### config.mk
export PLATFORM = sky130hd
export DESIGN_NAME = seq_multiplier
export DESIGN_NICKNAME = d
export VERILOG_FILES = /design/src/rtl/seq_multiplier.sv
export SDC_FILE = /design/constraint.sdc
export NUM_CORES = 1
export LEC_CHECK = 0
export BUFFER_PORTS_ARGS = -buffer_cell sky130_fd_sc_hd__buf_2
export CORE_MARGIN = 3
export CORE_UTILIZATION = 52
export CTS_CLUSTER_DIAMETER = 40
export DETAILED_ROUTE_END_ITERATION = 7
export PLACE_DENSITY = 0.76
export SYNTH_ARGS = -nofsm -noshare
export SYNTH_HDL_FRONTEND = slang
export SYNTH_SLANG_ARGS = --single-unit
### constraint.sdc
create_clock -name clk -period 2.7 [get_ports clk]
set_clock_uncertainty 0.1 [all_clocks]
set_input_delay 0.54 -clock clk [delete_from_list [all_inputs] [get_ports clk]]
set_output_delay 0.54 -clock clk [all_outputs]
set_load 0.01 [all_outputs]
### src/rtl/seq_multiplier.sv
// Sequential N x N shift-add multiplier: N CALC cycles through one N-bit adder,
// signed operands handled as magnitudes with the sign reapplied at the end.
module seq_multiplier #(
    parameter int N = 8
) (
    input  logic           clk,
    input  logic           rst,
    input  logic           start,
    input  logic           is_signed,
    input  logic [N-1:0]   A,
    input  logic [N-1:0]   B,
    output logic           busy,
    output logic           done,
    output logic [2*N-1:0] Product
);
    localparam int CW = (N > 2) ? $clog2(N) : 1;

    typedef enum logic [1:0] {IDLE, CALC, DONE} state_t;

    state_t          state, state_nx;
    logic            load;
    logic [N-1:0]    mcand, mplier;
    logic [2*N-1:0]  acc, acc_nx;
    logic [N:0]      sum;
    logic [CW-1:0]   cnt;
    logic            neg, last;
    logic [N-1:0]    a_mag, b_mag;

    // -2^(N-1) negates to itself, which read unsigned is the correct magnitude
    assign a_mag = (is_signed && A[N-1]) ? -A : A;
    assign b_mag = (is_signed && B[N-1]) ? -B : B;

    // sum carries the adder's carry-out, which the right shift moves into acc's MSB
    assign sum    = {1'b0, acc[2*N-1:N]} + {1'b0, (mplier[0] ? mcand : '0)};
    assign acc_nx = {sum, acc[N-1:1]};
    assign last   = (cnt == CW'(N-1));

    always_ff @(posedge clk) begin
        if (rst) state <= IDLE;
        else     state <= state_nx;
    end

    always_comb begin
        state_nx = state;
        busy     = 1'b0;
        done     = 1'b0;
        load     = 1'b0;
        case (state)
            IDLE: begin
                if (start) begin
                    load     = 1'b1;
                    state_nx = CALC;
                end
            end
            CALC: begin
                busy = 1'b1;
                if (last) state_nx = DONE;
            end
            DONE: begin
                done = 1'b1;
                if (start) begin
                    load     = 1'b1;
                    state_nx = CALC;
                end else begin
                    state_nx = IDLE;
                end
            end
            default: state_nx = IDLE;
        endcase
    end

    always_ff @(posedge clk) begin
        if (rst) begin
            mcand   <= '0;
            mplier  <= '0;
            acc     <= '0;
            cnt     <= '0;
            neg     <= 1'b0;
            Product <= '0;
        end else if (load) begin
            mcand  <= a_mag;
            mplier <= b_mag;
            neg    <= is_signed & (A[N-1] ^ B[N-1]);
            acc    <= '0;
            cnt    <= '0;
        end else if (busy) begin
            acc    <= acc_nx;
            mplier <= mplier >> 1;
            cnt    <= cnt + CW'(1);
            if (last) Product <= neg ? -acc_nx : acc_nx;
        end
    end
endmodule
* Yosys cells after proc, flatten, opt, wreduce, memory -nomap -nowiden
Index checks and enable logic that the tools add are counted.
Storage, ports and cells: flip-flop bits (word level) 54, output and inout bits 18, logic and storage cells 42
Cells by class: add/sub/neg operators 5, equal/unequal tests 5, muxes and demuxes 14, bitwise operators 3, reductions and logical operators 8
Operator list (number):
- two-way mux 8 bit | 5
- two-way mux 16 bit | 1
- negation 16 bit | 1
- negation 8 bit | 2
- adder 8 x 8 -> 9 bit | 1
- one-hot mux 2 bit (3 select lines) | 1
- two-way mux 1 bit | 5
- two-way mux 2 bit | 2
- != test 2 bit, second input constant | 2
- OR reduction 2 bit | 2
- adder 3 x 1 -> 3 bit, second input constant | 1
- equality test 3 bit, second input constant | 1
- AND reduction 3 bit | 1
- equality test 2 x 1 -> 1 bit, second input constant | 1
- equality test 2 bit, second input constant | 1
- logical AND 1 bit | 2
- logical NOT 2 bit | 1
- AND reduction 2 bit | 1
- nonzero test 2 bit | 1
- AND 1 bit | 1
- NOT 1 bit | 1
- XOR 1 bit | 1

* Depth between registers and ports, before layout
depth after elaboration 5, depth in mapped cells 9, depth with buffers taken out 9

* Worst setup path before layout
OpenSTA, ideal clock, no wires.
path kind reg-to-reg, start reg mplier[0], end reg Product[15], arrival 2508 ps, required time 2529 ps, setup slack 21 ps, stages on the path, launching flop included 10, path buffers 0, period minus slack after synthesis 2679 ps, cell sequence dfxtp_1 -> and2_1 -> ha_1 -> fa_1 -> or4_4 -> nor2_1 -> o2111ai_2 -> a2111oi_4 -> mux2i_1 -> o2bb2ai_1
On the way: word-level cells in the longest chain between the ends 4
Ends and longest elaborated chain:
- start, declared | line 22 | logic [N-1:0] mcand, mplier;
- start signal, assigned | line 82 | mplier <= b_mag;
- start signal, assigned | line 88 | mplier <= mplier >> 1;
- two-way mux 8 bit | line 34 | assign sum = {1'b0, acc[2*N-1:N]} + {1'b0, (mplier[0] ? mcand : '0)};
- adder 8 x 8 -> 9 bit | line 34
- via sum[1] | line 24 | logic [N:0] sum;
- negation 16 bit | line 90 | if (last) Product <= neg ? -acc_nx : acc_nx;
- two-way mux 16 bit | line 90
- end signal, assigned | line 90
- end, declared | line 14 | output logic [2*N-1:0] Product
The timed path passes the listed nets, and every way through them passes these cells. A chain may end at the register's enable or synchronous reset.

* Worst setup path in the final report
start reg mcand[1], end reg Product[14]
On the way: word-level cells in the longest chain between the ends 4
Ends and longest elaborated chain:
- start, declared | line 22
- start signal, assigned | line 81 | mcand <= a_mag;
- two-way mux 8 bit * | line 34
- adder 8 x 8 -> 9 bit * | line 34
- negation 16 bit | line 90
- two-way mux 16 bit * | line 90
Every way passes the cells marked *; elsewhere a longest branch is shown, timed or not.

==> metrics.yaml <==
outcome:
  status: "finished clean"
timing:
  fin_ws_ps: 133
  max_freq_mhz: 390
  rsz0062_at_grt: "false"
  relSlewSlack_pct: 50.4
  fin_crit_ps: 2570
  finalCritPeriodShare_pct: 95.1
  hold_viol: 0
  worst_slew_pin_slew_ps: 743
  finalSetupViolCount: 0
  report.final.slew_viol_count: 0
global_routing:
  busiest_layer: "met2"
  use_met2_pct: 36.1
  grtUsageMet3_pct: 3.95
  grt_max_degree: 36
  grt_overflow: 0
  grt_pass1_wl_mm: 11.1
  track_usage_pct: 20.8
  grt_pass1_vias: 2530
  grt.met1_usage_pct: 26.7
  grt_antenna_before_repair: 0
route:
  ant_nets: 0
  drc: 0
  wirelength_mm: 6.54
  wl_per_cell_microns: 13.5
  drt-vias-per-instance: 5.53
  dr.pass1.iters: 4
  num_vias: 2690
  drt-initial-drc-count: 172
setup_path:
  path_buf_inv: 0
  cp.required_ps: 2830
  path_class: "flip-flop to flip-flop"
  worstPathCellList: "and2_1, ha_1, a21oi_1, nor2_1, or4b_1, and3_4, or3_1, a311oi_1"
  critPathMaxStageDelay_ps: 530
  slowest_stage: "or4b_1"
  worstSetupEndpointType: "flip-flop"
  arrival_ps: 2700
  crit_family: "simple AND/OR/NAND/NOR gates"
  critical_path.max_fanout: 4
  start_kind: "flip-flop"
die:
  die_x_microns: 82.0
  dieArea_sq_mm: 0.00672
  initial_core_util_pct: 54.2
  rows: 27
  core-area_sq_mm: 0.00554
  die_y_microns: 82.0
  num_io_pins: 38
yosys:
  syn_area_per_cell_sq_um: 7.90
  synth_area_leader_cell: "dfxtp_1"
  synth_edf_count: 0
  synth_top_area_share_pct: 35.3
  syn_area_sq_mm: 0.00300
  synth_common_cells: "nand2_1, dfxtp_1, nor2_1, a21oi_1, clkbuf_1"
  synth-main-ff-cell: "dfxtp_1"
  synth_warnings: 0
  ys_types: 48
  synthCells: 380
  yosysSeqAreaShare_pct: 35.3
  ys_ff_latch: 53
  syn-num-nets: 414
  synthTopCellsByArea: "dfxtp_1, nand2_1, ha_1"
  async_reset_ff_share_pct: 0
  synth_most_common_cell: "nand2_1"
worst_hold_path:
  hp-class: "flip-flop to flip-flop"
place:
  dpl_worst_slack_ps: -4.25
  placed_area_sq_mm: 0.00328
  io_buffers: 37
  hpwlAfterDp_mm: 4.69
  gp_congestion: 0.873
  placed_cells: 478
final_layout:
  drive_above_1_share_pct: 20.0
  fin_area_sq_mm: 0.00351
  area_delta_synth_final_pct: 16.8
  ff_latch_area_sq_mm: 0.00106
  diodes: 0
  multi_input_area_sq_mm: 0.00193
  finalNetCount: 447
  nFillCells: 498
  fin_util_pct: 63.3
  fin_cells: 486
pwr:
  pwr-share-clk_pct: 33.6
  p_switching_w: 0.000444
  ir_worst_vdd_v: 0.000246
  p_seq_share_pct: 50.3
  power_frac_comb_pct: 16.0
  leakage_nw: 1.39
  powerDensity_mw_per_mm2: 468
  switching_share_pct: 27.0
  internal-power_w: 0.00120
cts:
  cts_root_buffer: "clkbuf_8"
  clkSinkCount: 53
  tritoncts: "built"
  clkLatencyLatePin_ps: 310
  cts_made_buffers: 5
  path_clk_slew_ps: 100
  cts_max_level: 2
  cts.path.max_buffers: 2
  cts_hold_buf: 0
  postCtsSetupBuffers: 0
job:
  drv_cap: 0
-- layer usage --
layer	wire length (microns)	vias to the layer above
met5	0	-
li1	-	1410
met2	2960	57
met1	3220	1215
met3	275	8
met4	80	0
-- stage by stage --
stage / hold slack [ps] / TNS [ps] / total power (W)
3_3_place_gp: 337 / 0 / 0.00108
6_report: 362 / 0 / 0.00164
2_1_floorplan: 332 / 0 / 0.00102
3_5_place_dp: 348 / -4.25 / 0.00109
4_1_cts: 363 / 0 / 0.00163
5_1_grt: 371 / 0 / 0.00172
-- worst reg2reg max path, stage by stage, from the launching register on --
cell and delay [ps]:
dfxtp_1 330, and2_1 190, ha_1 320, a21oi_1 170
nor2_1 100, or4b_1 530, and3_4 200, or3_1 330
a311oi_1 230
-- sequential cells by signal, indices dropped and copies added, names as in the netlist --
signal   count
Product     16
mcand        8
acc         15
mplier       8
state        2
cnt          3
neg          1
-- layout make-up --
| type | count | area share (%) |
|---|---|---|
| Multi-Input combinational cell | 294 | 55.1 |
| Sequential cell | 53 | 30.3 |
| Timing Repair Buffer | 48 | 7.64 |
| Tap cell | 72 | 2.57 |
| Clock buffer | 5 | 1.96 |
| Clock inverter | 3 | 1.25 |
| Inverter | 11 | 1.18 |
-- worst paths after layout --
kind                                from     endpoint  slack (ps)  depth (start not counted)
worst min register to register  mcand[7]     mcand[7]         360                          2
worst max register to register  mcand[1]  Product[14]         130                          8
worst max-delay path            mcand[1]  Product[14]         130                          8
worst min-delay path            mcand[7]     mcand[7]         360                          2
-- power by group through the flow --
stage	clock network, W	logic, W	registers [W]
after floorplan	0	0.000178	0.000837
after global placement	0	0.000240	0.000843
after detailed placement	0	0.000244	0.000843
after CTS	0.000559	0.000246	0.000826
after global routing	0.000592	0.000294	0.000831
final	0.000552	0.000263	0.000827
-- placed cells by master, fill, tap and decap left out, types with 7 or more instances in the layout --
master,count
o21ai_0,9
a311oi_1,11
buf_4,11
a211oi_1,15
or3_1,7
dfxtp_1,51
and2_1,9
nor2_1,41
nor3_1,9
nand2_1,64
ha_1,8
inv_1,11
nand3_1,10
xor2_1,17
a21oi_1,28
buf_2,37
-- cell families (layout without fill, tap and decap cells) --
logic type / after synthesis / after routing / synth area share (%)
buffers and inverters: 33 / 67 / 4.13
AND/OR/NAND/NOR: 167 / 167 / 26.1
flip-flops: 53 / 53 / 35.3
adder cells (fa/ha/maj): 14 / 14 / 6.09
AO/OA/AOI/OAI: 89 / 89 / 21.2
multiplexers: 3 / 3 / 1.00
XOR/XNOR: 21 / 21 / 6.13
-- what timing repair did --
| action | in CTS | in global routing |
|---|---|---|
| pin swaps | 1 | 3 |
| resized for setup | 1 | 22 |
| endpoints found under the hold margin | 0 | 0 |
| endpoints found under the setup margin | 2 | 5 |
| cloned | 0 | 0 |
(Power assumes the default switching activity.)
